File: src/rtl/nano_pkg.sv
// Shared types for the Nano CPU / SPI programmer RAM arbiter.
// No logic; state encoding and default wait budget only.
// Not applicable.
package nano_pkg;

  // Arbiter ownership modes
  typedef enum logic [1:0] {
    ARB_CPU   = 2'd0,
    ARB_FORCE = 2'd1,
    ARB_LOCK  = 2'd2
  } arb_state_t;

  // Default number of denied SPI cycles before a slot is forced
  localparam int MAX_WAIT_DEF = 4;

  // Width of the wait counter (covers MAX_WAIT up to 255)
  localparam int WAIT_W = 8;

endpackage

File: src/rtl/arb_wait_counter.sv
// Saturating count of consecutive denied SPI cycles; flags the last cycle before a forced slot.
// hit is combinational from the counter register; the count updates one edge after inc/clr.
// No handshake; clr wins over inc, and the count holds at MAX_WAIT instead of wrapping.
module arb_wait_counter
  import nano_pkg::*;
#(
  parameter int MAX_WAIT = MAX_WAIT_DEF
) (
  input  logic clk,
  input  logic nrst,
  input  logic clr,
  input  logic inc,
  output logic hit
);

  logic [WAIT_W-1:0] cnt_q;
  logic [WAIT_W-1:0] cnt_d;

  // Next count: clear on grant or idle, otherwise count denials up to the ceiling
  always_comb begin
    cnt_d = cnt_q;
    if (clr) begin
      cnt_d = '0;
    end else if (inc && (cnt_q < WAIT_W'(MAX_WAIT))) begin
      cnt_d = cnt_q + WAIT_W'(1);
    end
  end

  // Counter register with synchronous active-low reset
  always_ff @(posedge clk) begin
    if (!nrst) begin
      cnt_q <= '0;
    end else begin
      cnt_q <= cnt_d;
    end
  end

  assign hit = (cnt_q == WAIT_W'(MAX_WAIT - 1));

endmodule

File: src/rtl/nano_ram_arbiter.sv
// Shares one single-port sync RAM between the Nano CPU and the SPI programmer.
// Grants and RAM port are combinational; rvalid and spi_forced are registered (1 cycle).
// Denied requesters must hold req/address; nothing is queued, the loser simply waits.
module nano_ram_arbiter
  import nano_pkg::*;
#(
  parameter int DATA_WIDTH = 16,
  parameter int ADD_WIDTH  = 4,
  parameter int MAX_WAIT   = MAX_WAIT_DEF
) (
  input  logic                  CLK,
  input  logic                  NRST,
  input  logic                  cpu_req,
  input  logic                  cpu_we,
  input  logic [ADD_WIDTH-1:0]  cpu_add,
  input  logic [DATA_WIDTH-1:0] cpu_wdata,
  output logic                  cpu_gnt,
  output logic [DATA_WIDTH-1:0] cpu_rdata,
  output logic                  cpu_rvalid,
  input  logic                  spi_req,
  input  logic                  spi_we,
  input  logic [ADD_WIDTH-1:0]  spi_add,
  input  logic [DATA_WIDTH-1:0] spi_wdata,
  output logic                  spi_gnt,
  output logic [DATA_WIDTH-1:0] spi_rdata,
  output logic                  spi_rvalid,
  input  logic                  spi_lock,
  output logic                  ram_we,
  output logic [ADD_WIDTH-1:0]  ram_add,
  output logic [DATA_WIDTH-1:0] ram_din,
  input  logic [DATA_WIDTH-1:0] ram_dout,
  output logic                  spi_forced
);

  arb_state_t state_q;
  arb_state_t state_d;
  logic       cpu_rvalid_q;
  logic       cpu_rvalid_d;
  logic       spi_rvalid_q;
  logic       spi_rvalid_d;
  logic       spi_forced_q;
  logic       spi_forced_d;
  logic       wait_hit;

  // Denied SPI cycles; clears whenever SPI is served or stops asking
  arb_wait_counter #(
    .MAX_WAIT (MAX_WAIT)
  ) u_wait_cnt (
    .clk  (CLK),
    .nrst (NRST),
    .clr  (spi_gnt | ~spi_req),
    .inc  (spi_req & ~spi_gnt),
    .hit  (wait_hit)
  );

  // Grant decode and next-state; grants are held off while reset is asserted
  always_comb begin
    cpu_gnt = 1'b0;
    spi_gnt = 1'b0;
    state_d = state_q;
    if (NRST) begin
      unique case (state_q)
        ARB_FORCE: begin
          spi_gnt = spi_req;
          state_d = ARB_CPU;
        end
        ARB_LOCK: begin
          if (spi_lock) begin
            spi_gnt = spi_req;
          end else begin
            // Lock released: CPU priority resumes in this very cycle
            cpu_gnt = cpu_req;
            spi_gnt = spi_req & ~cpu_req;
            state_d = ARB_CPU;
          end
        end
        default: begin
          cpu_gnt = cpu_req;
          spi_gnt = spi_req & ~cpu_req;
          if (wait_hit && spi_req && !spi_gnt) begin
            state_d = ARB_FORCE;
          end
        end
      endcase
      // A granted, locking SPI access always wins the next-state choice
      if (spi_gnt && spi_lock) begin
        state_d = ARB_LOCK;
      end
    end
  end

  // Registered side outputs derived from this cycle's grant decisions
  always_comb begin
    cpu_rvalid_d = cpu_gnt & ~cpu_we;
    spi_rvalid_d = spi_gnt & ~spi_we;
    spi_forced_d = (state_d == ARB_FORCE);
  end

  // State and registered outputs, synchronous active-low reset
  always_ff @(posedge CLK) begin
    if (!NRST) begin
      state_q      <= ARB_CPU;
      cpu_rvalid_q <= 1'b0;
      spi_rvalid_q <= 1'b0;
      spi_forced_q <= 1'b0;
    end else begin
      state_q      <= state_d;
      cpu_rvalid_q <= cpu_rvalid_d;
      spi_rvalid_q <= spi_rvalid_d;
      spi_forced_q <= spi_forced_d;
    end
  end

  // RAM port mux: SPI only when granted, otherwise the CPU side parks on the bus
  always_comb begin
    ram_add = cpu_add;
    ram_din = cpu_wdata;
    ram_we  = cpu_gnt & cpu_we;
    if (spi_gnt) begin
      ram_add = spi_add;
      ram_din = spi_wdata;
      ram_we  = spi_we;
    end
  end

  assign cpu_rdata  = ram_dout;
  assign spi_rdata  = ram_dout;
  assign cpu_rvalid = cpu_rvalid_q;
  assign spi_rvalid = spi_rvalid_q;
  assign spi_forced = spi_forced_q;

endmodule

File: config.mk
export PLATFORM = sky130hd
export DESIGN_NAME = nano_ram_arbiter
export DESIGN_NICKNAME = d
export VERILOG_FILES = /design/src/rtl/nano_pkg.sv /design/src/rtl/arb_wait_counter.sv /design/src/rtl/nano_ram_arbiter.sv
export SDC_FILE = /design/constraint.sdc
export NUM_CORES = 1
export LEC_CHECK = 0
export ABC_AREA = 1
export ABC_CLOCK_PERIOD_IN_PS = 2150
export CAP_MARGIN = 25
export CORE_MARGIN = 1.5
export CORE_UTILIZATION = 28
export CTS_CLUSTER_DIAMETER = 60
export DETAILED_ROUTE_END_ITERATION = 7
export PLACE_DENSITY = 0.81
export SLEW_MARGIN = 20
export SYNTH_ARGS = -nofsm -noshare
export SYNTH_HDL_FRONTEND = slang
export SYNTH_SLANG_ARGS = --single-unit
File: constraint.sdc
create_clock -name CLK -period 2.15 [get_ports CLK]
set_input_delay 0.645 -clock CLK [delete_from_list [all_inputs] [get_ports CLK]]
set_output_delay 0.645 -clock CLK [all_outputs]
set_load 0.01 [all_outputs]
**Word level (Yosys, flattened, before mapping)**

Index checks and enable logic that the tools add are counted.

- Output and inout port bits: 58
- Word-level logic and storage cells: 44
- Input bits: 63
- Register bits: 13

- Magnitude comparators: 1
- Muxes and demuxes: 15
- Reductions and logical operators: 6
- $add $sub $neg: 1
- Eq/ne operators: 4
- Bitwise operators: 12

Operators by type and width:

| kind | count |
|---|---|
| $mux W16 | 1 |
| $add A8 B1 Y8 const B | 1 |
| $eq A8 B2 Y1 const B | 1 |
| $lt A8 B3 Y1 const B | 1 |
| $mux W2 | 4 |
| $mux W1 | 6 |
| $not A1 Y1 | 6 |
| $and A1 B1 Y1 | 5 |
| $eq A2 B1 Y1 const B | 2 |
| $logic_and A1 B1 Y1 | 4 |
| $mux W4 | 1 |
| $pmux W1 S2 | 2 |
| $pmux W2 S2 | 1 |
| $eq A2 B2 Y1 const B | 1 |
| $reduce_or A2 Y1 | 1 |
| $logic_not A1 Y1 | 1 |
| $or A1 B1 Y1 | 1 |

**Logic depth before layout (Yosys ltp)**

Gate-level depths: netlist of run 1.

- Depth in word-level cells: 9
- Gate-level depth with buffers: 10
- Mapped depth without buffers: 10

**By module**

Synthesis of run 1 repeated with hierarchy kept, for this count alone.

- Cell total of the unflattened synthesis: 195
- Area, all modules: 1,222.4 um^2

By module, submodules not included:

| module | instances | cells each | area each (um^2) |
|---|---|---|---|
| nano_ram_arbiter | 1 | 148 | 883.3 |
| arb_wait_counter | 1 | 47 | 339.1 |

**Worst setup path after synthesis of run 1**

Ideal clock, no wire load.

- Path kind: register to output
- Start: register state_q[0]
- End: output ram_add[0]
- Path buffers: 1
- Stages on the path, launching flop included: 11
- Setup slack: 0.121 ns
- Arrival: 1.384 ns
- Cell sequence: dfxtp_1 -> inv_1 -> ha_1 -> nand2_1 -> inv_1 -> nor2_4 -> nand3_4 -> inv_2 -> buf_6 -> nand2_1 -> nand2_1

- Cells in the longest elaborated chain, start to end: 5

RTL lines:

| item | line | source |
|---|---|---|
| from (decl) | nano_ram_arbiter.sv:35 | `arb_state_t state_q;` |
| from (signal assigned) | nano_ram_arbiter.sv:107 | `state_q <= state_d;` |
| $eq A2 B2 Y1 / $eq A2 B1 Y1 (equally long branches) | nano_ram_arbiter.sv:62 | `unique case (state_q)` |
| $pmux W1 S2 * | nano_ram_arbiter.sv:62 |  |
| $mux W1 * (2 in series) | nano_ram_arbiter.sv:61 | `if (NRST) begin` |
| net spi_gnt | nano_ram_arbiter.sv:24 | `output logic spi_gnt,` |
| $mux W4 * | nano_ram_arbiter.sv:119 | `if (spi_gnt) begin` |
| to (decl) | nano_ram_arbiter.sv:29 | `output logic [ADD_WIDTH-1:0] ram_add,` |

Mark *: on every way through the listed nets, which the timed path passes. The rest lies on a longest branch. The select of a mux whose other input is x is not followed.

**Worst setup path after layout of run 1**

- Start: register state_q[0]
- End: output ram_we

- Cells in the longest elaborated chain, start to end: 5

RTL lines:

| item | line | source |
|---|---|---|
| $eq A2 B2 Y1 / $eq A2 B1 Y1 (equally long branches) | nano_ram_arbiter.sv:62 |  |
| $pmux W1 S2 | nano_ram_arbiter.sv:62 |  |
| $mux W1 | nano_ram_arbiter.sv:61 |  |
| $and A1 B1 Y1 / $mux W1 (equally long branches) | nano_ram_arbiter.sv:118, nano_ram_arbiter.sv:61 |  |
| $mux W1 * | nano_ram_arbiter.sv:119 |  |
| to (decl) | nano_ram_arbiter.sv:28 | `output logic ram_we,` |

Mark *: on every way between the ends. The rest lies on a longest branch, timed or not. The select of a mux whose other input is x is not followed.

==> flow_summary.toml, run 1 <==
[routing]
viasPerCell = 4.31
wl_met2_mm = 1.66
ant_nets = 0
drtIter0Drc = 7
top_layer = "met4"
first_pass_iters = 4
drc_errors = 0
avgRoutedWirePerCell_um = 11.2
drt-total-wl_mm = 3.18
vias = 1224
met1Wirelength_mm = 1.14
wl_met3_um = 292

[finish]
antennaDiodeCount = 0
syn_to_final_growth_pct = 77.5
layout_commonest_cell = "nand2_1"
fin_cells = 284
nets = 303
layout-drive-gt1-share = 0.352
final_cell_mix = "nand2_1, clkdlybuf4s50_1, nand2_2, buf_2, nor2_1"

[worst_setup_path]
crit_fanout = 5
path_class = "reg -> out"
crit-reg2reg-launch = "state_q[0]"
crit_arrival_ps = 1710
end_kind = "output port"
reg2reg_depth = 12
required_ps = 1500
startpoint = "state_q[0]"
worstSetupStartpointType = "flip-flop"

[hold_path]
hp-class = "reg -> reg"
hold_depth = 2
min-delay-start = "u_wait_cnt.cnt_q[6]"

[timing]
finalCriticalPeriod_ps = 2350
period_share = 1.09
finalSetupViolCount = 23
rsz0062_at_grt = "true"
hold_viol = 0
worst_slack_ps = -203
skew_ps = 1.17
fmax_ghz = 0.425
worstMarginPinSlew_ps = 296
relSlewSlack = 0.802
final-max-slew-violation-count = 0

[yosys]
yosysWarnings = 0
synth_edf_count = 0
syn-instance-count = 175
yosysSeqAreaShare = 0.239
postSynthAreaPerCell_um2 = 6.22
synth_area_um2 = 1090
ys_ff_latch = 13
async_flop_share = 0
synthFlopType = "dfxtp_1"
syn_nets = 241
synthDistinctLibCells = 19

[global_routing]
antenna_found_initial = 0
grt_usage = 0.147
grt_pass1_vias = 1148
globalRouteOverflowTotal = 0
grt_max_degree = 9
grt_pass1_wl_mm = 5.01

[cts]
numCtsBuffers = 3
clk_latency_ps = 240
clkTransAtPathRegs_ps = 60
cts.path.max_buffers = 2
ctsRootBufferMaster = "clkbuf_8"
h-tree-depth = 1
ctsHoldBuffers = 0
cts.sinks = 13
cts_tree = "yes"

[power]
p_leak_nw = 0.935
power_switching_mw = 0.221
combPwrFrac = 0.405
clock_power_share = 0.277
p_int_mw = 0.566
worst_ir_drop_vdd_uv = 262
netSwitchingFraction = 0.280
p_per_area_nw_per_um2 = 407
p_seq_frac = 0.318

[place]
dpl.cell_count = 270
place_ws_ps = -885
globalplace.congestion = 0.797
io_buffers = 72
dpl.hpwl_mm = 2.26

[outcome]
violations = "setup timing"
status = "finished, violations left"

[flow_run]
maxCapViolations = 0

[floorplanning]
row_count = 22
dieArea_um2 = 4270
die_h_um = 65.4
ios = 121
start_util = 0.295
core_area_um2 = 3690
dieWidth_um = 65.4
[worst max-delay path, cell delays in order, from the launching register on]
cell and delay (ps):
dfxtp_2 330, inv_2 40, ha_4 220, nand2_2 70
inv_2 50, nor2_4 110, nand3_4 110, buf_12 160
buf_12 130, nor2_4 80, a21oi_2 40, buf_2 130
[state kept, by name, summed over array words and instances, names as in the netlist]
name / cells
u_wait_cnt.cnt_q: 8
state_q: 2
cpu_rvalid: 1
spi_forced: 1
spi_rvalid: 1
[cells by family after synthesis]
group	after synthesis	share of synthesized area
xor+xnor	1	0.00805
compound gates	6	0.0276
simple gates	97	0.375
buf+inv	55	0.316
flops	13	0.239
fa+ha+maj	3	0.0345
[final timing paths]
kind                              end  slack (ps)
hold / removal    u_wait_cnt.cnt_q[6]         430
setup / recovery               ram_we        -200
setup reg to reg  u_wait_cnt.cnt_q[2]         420
hold reg to reg   u_wait_cnt.cnt_q[6]         430
[cells in the mapped netlist, drive strengths merged, types with 2 or more instances]
library cell / instances / area share
a21oi: 4 / 0.018
buf: 36 / 0.25
dfxtp: 13 / 0.24
ha: 3 / 0.034
inv: 19 / 0.066
nand2: 67 / 0.23
nand3: 6 / 0.039
nand4: 3 / 0.017
nor2: 19 / 0.072
o21ai: 2 / 0.0092
[through the flow]
stage | cell area [um^2] | setup TNS [ps] | util | power (mW) | hold WS, ps
6_report | 1930 | -4110 | 0.524 | 0.787 | 428
5_1_grt | 1930 | -5960 | 0.524 | 0.831 | 449
3_3_place_gp | 1700 | -18660 | 0.462 | 0.533 | 417
4_1_cts | 1850 | -4220 | 0.503 | 0.772 | 430
3_5_place_dp | 1700 | -19260 | 0.462 | 0.537 | 421
2_1_floorplan | 1090 | 0 | - | 0.411 | 408
[power groups by stage]
stage                     Sequential (mW)  Combinational, mW  Clock (mW)
final                               0.250              0.319       0.218
after global routing                0.250              0.344       0.237
after CTS                           0.250              0.297       0.225
after detailed placement            0.254              0.283           0
after global placement              0.254              0.279           0
after floorplan                     0.254              0.157           0
[cell type report]
cell class                      instances  area, um^2
Tap cell                               48        60.1
Timing Repair Buffer                   93         908
Clock inverter                          1        5.00
Sequential cell                        13         263
Fill cell                             356        1760
Inverter                               19        73.8
Multi-Input combinational cell        107         581
Clock buffer                            3        41.3
[metal layers]
layer / global-route usage / vias to the layer above
li1: - / 614
met1: 0.144 / 541
met2: 0.276 / 53
met3: 0.0548 / 16
met4: 0.0625 / 0
met5: 0 / -
[repair_timing]
action                     CTS  global route
buffers inserted             7             0
gates cloned                 3             0
pin swaps                   21             5
setup endpoints to repair   23            23
resized for setup          127            18
Power figures use the tool's default switching activity.
==> run 2, diff against run 1 <==
--- a/config.mk
+++ b/config.mk
@@ -13,6 +13,7 @@
 export CTS_CLUSTER_DIAMETER = 60
 export DETAILED_ROUTE_END_ITERATION = 7
 export PLACE_DENSITY = 0.81
+export REMOVE_ABC_BUFFERS = 1
 export SLEW_MARGIN = 20
 export SYNTH_ARGS = -nofsm -noshare
 export SYNTH_HDL_FRONTEND = slang
==> constraint.sdc (replaced) <==
create_clock -name CLK -period 2.15 [get_ports CLK]
set_input_delay 0.215 -clock CLK [delete_from_list [all_inputs] [get_ports CLK]]
set_output_delay 0.215 -clock CLK [all_outputs]
set_load 0.01 [all_outputs]
==> flow_summary.toml, run 2 (synthesized netlist as in run 1, its figures left out) <==
[timing]
fin_tns_setup_ps = 0
finalSetupViolCount = 0
hold_viol = 0
period_share = 0.930
skew_ps = 4.39
finalCriticalPeriod_ps = 2000
fmax_ghz = 0.500
worstMarginPinSlew_ps = 301
hold_ws_ps = 426
relSlewSlack = 0.799
worst_slack_ps = 150
final-max-slew-violation-count = 0
rsz0062_at_grt = "false"

[worst_setup_path]
worstSetupStartpointType = "flip-flop"
end_kind = "output port"
timing.critical_path.slowest_cell_delay_ps = 320
critical_path.cell_chain = "inv_1 -> ha_1 -> nand2_1 -> inv_1 -> nor2_4 -> nand3_4 -> inv_2 -> buf_12 -> dlygate4sd2_1"
crit_arrival_ps = 1780
path_class = "reg -> out"
cp_slowest_cell = "dfxtp_1"
startpoint = "state_q[0]"
cp_common_cell = "inv_1"
crit_fanout = 21
required_ps = 1930
crit-reg2reg-launch = "state_q[0]"

[finish]
top_register = "u_wait_cnt.cnt_q"
layout_commonest_cell = "nand2_1"
final_cell_mix = "nand2_1, clkdlybuf4s50_1, clkbuf_2"
antennaDiodeCount = 0
syn_to_final_growth_pct = 50.1
fin_cells = 271
nets = 290
largest_reg_flops = 8
layout-drive-gt1-share = 0.179
final_core_util = 0.443
largestRegisters = "u_wait_cnt.cnt_q x8, state_q x2"

[place]
globalplace.congestion = 0.791
place_ws_ps = -6.90
io_buffers = 72
dpl.cell_count = 267
dpl.hpwl_mm = 2.65

[floorplanning]
start_util = 0.295
die_h_um = 65.4
ios = 121
core_area_um2 = 3690
row_count = 22
dieArea_um2 = 4270
dieWidth_um = 65.4

[power]
power_switching_mw = 0.193
netSwitchingFraction = 0.271
p_leak_nw = 0.832
p_per_area_nw_per_um2 = 436
worst_ir_drop_vdd_uv = 166
p_seq_frac = 0.349
combPwrFrac = 0.347
clock_power_share = 0.304
p_int_mw = 0.520

[outcome]
status = "complete, no violations"

[routing]
avgRoutedWirePerCell_um = 11.8
drtIter0Drc = 48
vias = 1133
first_pass_iters = 4
ant_nets = 0
viasPerCell = 4.18
drc_errors = 0
drt-total-wl_mm = 3.19

[cts]
cts_tree = "yes"
post-cts-setup-buffers = 0
clk_latency_ps = 240
cts.path.max_buffers = 2
ctsRootBufferMaster = "clkbuf_8"
cts.sinks = 13
numCtsBuffers = 3
ctsHoldBuffers = 0
h-tree-depth = 1
clkTransAtPathRegs_ps = 60

[global_routing]
grt_pass1_wl_mm = 4.66
grt_max_degree = 25
antenna_found_initial = 0
globalRouteOverflowTotal = 0
grt_usage = 0.145
grt_pass1_vias = 1004

[hold_path]
min-delay-start = "u_wait_cnt.cnt_q[3]"
hp-class = "reg -> reg"

[flow_run]
maxCapViolations = 0
## run 2: cell types whose count changed in the layout (fill, tap and decap cells not counted), sizes merged
cell,change
buf,-36
clkbuf,+22
clkdlybuf4s50,+4
clkinv,-1
dlygate4sd2,-2
clkdlybuf4s15,-1
dlymetal6s2s,+1
## run 2: power by group through the flow
| stage | clock (mW) | sequential [mW] | combinational [mW] |
|---|---|---|---|
| global placement | 0 | 0.254 | 0.277 |
| floorplan | 0 | 0.254 | 0.0894 |
| detailed placement | 0 | 0.254 | 0.279 |
| global route | 0.231 | 0.249 | 0.271 |
| CTS | 0.225 | 0.249 | 0.255 |
| finish | 0.217 | 0.249 | 0.247 |
## run 2: what timing repair did
item                                    in CTS  in global routing
gates resized for setup                     23                 46
hold endpoints to repair                     0                  0
endpoints found under the setup margin      23                 22
## run 2: cell type report
| type | count | area, um^2 |
|---|---|---|
| timing repair buffer | 80 | 702 |
| fill | 382 | 2050 |
| tap | 48 | 60.1 |
| clock buffer | 4 | 45.0 |
| sequential | 13 | 260 |
| inverter | 19 | 71.3 |
| multi-input combinational | 107 | 495 |
## run 2: per-stage QoR
step                instance area (um^2)  power, mW
floorplan                            816      0.344
global placement                    1680      0.531
detailed placement                  1680      0.533
CTS                                 1700      0.729
global route                        1630      0.751
finish                              1630      0.712
## run 2: layer usage
metal | up-vias | routed length (um) | global-route usage
met4 | 0 | 48 | 0.0651
met2 | 54 | 1500 | 0.194
met3 | 6 | 300 | 0.0668
met1 | 485 | 1350 | 0.190
met5 | - | 0 | 0.0694
li1 | 588 | - | -
## run 2: final timing paths
path	endpoint	slack, ps	depth (start not counted)
max	spi_gnt	150	9
min	u_wait_cnt.cnt_q[3]	430	2
max reg2reg	u_wait_cnt.cnt_q[1]	520	11
min reg2reg	u_wait_cnt.cnt_q[3]	430	2
## run 2: critical path, delay by kind of cell (launching register included)
family,cells,cell delay [ps]
buffers and inverters,5,610
flip-flops,1,320
adder cells (fa/ha/maj),1,310
AND/OR/NAND/NOR,3,300
==> run 3, diff against run 2 <==
--- a/config.mk
+++ b/config.mk
@@ -10,6 +10,7 @@
 export CAP_MARGIN = 25
 export CORE_MARGIN = 1.5
 export CORE_UTILIZATION = 28
+export CTS_BUF_LIST = sky130_fd_sc_hd__clkbuf_8
 export CTS_CLUSTER_DIAMETER = 60
 export DETAILED_ROUTE_END_ITERATION = 7
 export PLACE_DENSITY = 0.81
==> flow_summary.toml, run 3 (synthesized netlist as in run 1, its figures left out) <==
[outcome]
status = "complete, no violations"

[place]
placed_area_um2 = 1680
dpl.hpwl_mm = 2.65
place_ws_ps = -6.90
io_buffers = 72
globalplace.congestion = 0.791

[power]
p_leak_nw = 0.836
p_per_area_nw_per_um2 = 433
p_int_mw = 0.515
power_switching_mw = 0.193
combPwrFrac = 0.349
clock_power_share = 0.300
worst_ir_drop_vdd_uv = 166
p_seq_frac = 0.352
power_mw = 0.708
netSwitchingFraction = 0.273

[worst_setup_path]
regToRegSetupSlack_ps = 520
r2r-end = "u_wait_cnt.cnt_q[1]"
cp_common_cell = "inv_1"
cp_slowest_cell = "dfxtp_1"
end_kind = "output port"
required_ps = 1930
path_class = "reg -> out"
crit_fanout = 21
reg2reg_depth = 11
timing.critical_path.slowest_cell_delay_ps = 320
worstSetupStartpointType = "flip-flop"
crit-reg2reg-launch = "state_q[0]"
crit_arrival_ps = 1790
critical_path.cell_chain = "inv_1 -> ha_1 -> nand2_1 -> inv_1 -> nor2_4 -> nand3_4 -> inv_2 -> buf_12 -> dlygate4sd2_1"

[finish]
nets = 290
top_register = "u_wait_cnt.cnt_q"
nFillCells = 382
stdcell_area_um2 = 1630
seq_area_um2 = 260
multi_input_area_um2 = 495
antennaDiodeCount = 0
largestRegisters = "u_wait_cnt.cnt_q x8, state_q x2"
largest_reg_flops = 8
final_cell_mix = "nand2_1, clkdlybuf4s50_1, clkbuf_2"
syn_to_final_growth_pct = 50.1
layout_commonest_cell = "nand2_1"
layout-drive-gt1-share = 0.179

[floorplanning]
die_h_um = 65.4
ios = 121
dieArea_um2 = 4270
dieWidth_um = 65.4
start_util = 0.295
core_area_um2 = 3690
row_count = 22

[routing]
drtIter0Drc = 48
viasPerCell = 4.18
ant_nets = 0
drc_errors = 0
vias = 1133
avgRoutedWirePerCell_um = 11.8
drt-total-wl_mm = 3.19
first_pass_iters = 4

[cts]
h-tree-depth = 1
post-cts-setup-buffers = 0
clkTransAtPathRegs_ps = 60
cts.sinks = 13
ctsHoldBuffers = 0
clk_latency_ps = 240
ctsRootBufferMaster = "clkbuf_8"
cts.path.max_buffers = 2
numCtsBuffers = 3
cts_resized = 23
cts_tree = "yes"

[global_routing]
globalRouteOverflowTotal = 0
antenna_found_initial = 0
grt_max_degree = 25
grt_usage = 0.145
grt_pass1_wl_mm = 4.66
grt_pass1_vias = 1004

[timing]
relSlewSlack = 0.799
finalCriticalPeriod_ps = 2000
skew_ps = 4.71
hold_ws_ps = 426
hold_viol = 0
fmax_ghz = 0.500
worstMarginPinSlew_ps = 301
final-max-slew-violation-count = 0
finalSetupViolCount = 0
worst_slack_ps = 150
rsz0062_at_grt = "false"
period_share = 0.930

[flow_run]
maxCapViolations = 0

[hold_path]
hp-class = "reg -> reg"
min_to = "u_wait_cnt.cnt_q[3]"
hold_depth = 2
min-delay-start = "u_wait_cnt.cnt_q[3]"
run 3: layout make-up:
class                           instances  area share
Tap cell                               48      0.0368
Inverter                               19      0.0436
Timing Repair Buffer                   80       0.430
Clock inverter                          1     0.00230
Sequential cell                        13       0.159
Multi-Input combinational cell        107       0.303
Clock buffer                            3      0.0253
run 3: how the worst max path moves through the flow:
stage | start | to | cells past startpoint
after floorplan | state_q[0] | ram_add[0] | 9
after global placement | spi_lock | ram_add[2] | 11
after detailed placement | spi_lock | ram_add[2] | 11
after CTS | state_q[0] | cpu_gnt | 8
after global routing | state_q[0] | ram_din[11] | 11
final | state_q[0] | spi_gnt | 9
run 3: power groups by stage:
stage	clock network, mW	registers (mW)	logic, mW
floorplan	0	0.254	0.0894
global placement	0	0.254	0.277
detailed placement	0	0.254	0.279
CTS	0.220	0.249	0.255
global route	0.226	0.249	0.271
finish	0.212	0.249	0.247
run 3: through the flow:
step	utilization	TNS, ps	instances
after CTS	0.461	0	271
after detailed placement	0.456	-6.90	267
after global routing	0.443	0	271
after floorplan	-	0	139
after global placement	0.456	0	267
final	0.443	0	271
run 3: per-layer routing:
metal / vias to the layer above / part of all wire / wire length [um] / GRT usage
met1: 485 / 0.42 / 1350 / 0.190
met5: - / 0 / 0 / 0.0694
li1: 588 / - / - / -
met2: 54 / 0.47 / 1500 / 0.194
met4: 0 / 0.015 / 48 / 0.0651
met3: 6 / 0.094 / 300 / 0.0668
run 3: critical path: cells and delay by family, from the launching register on:
family,cells,cell delay [ps]
DFF,1,320
adders and majority gates,1,310
and+or+nand+nor,3,300
buffers and inverters,5,610
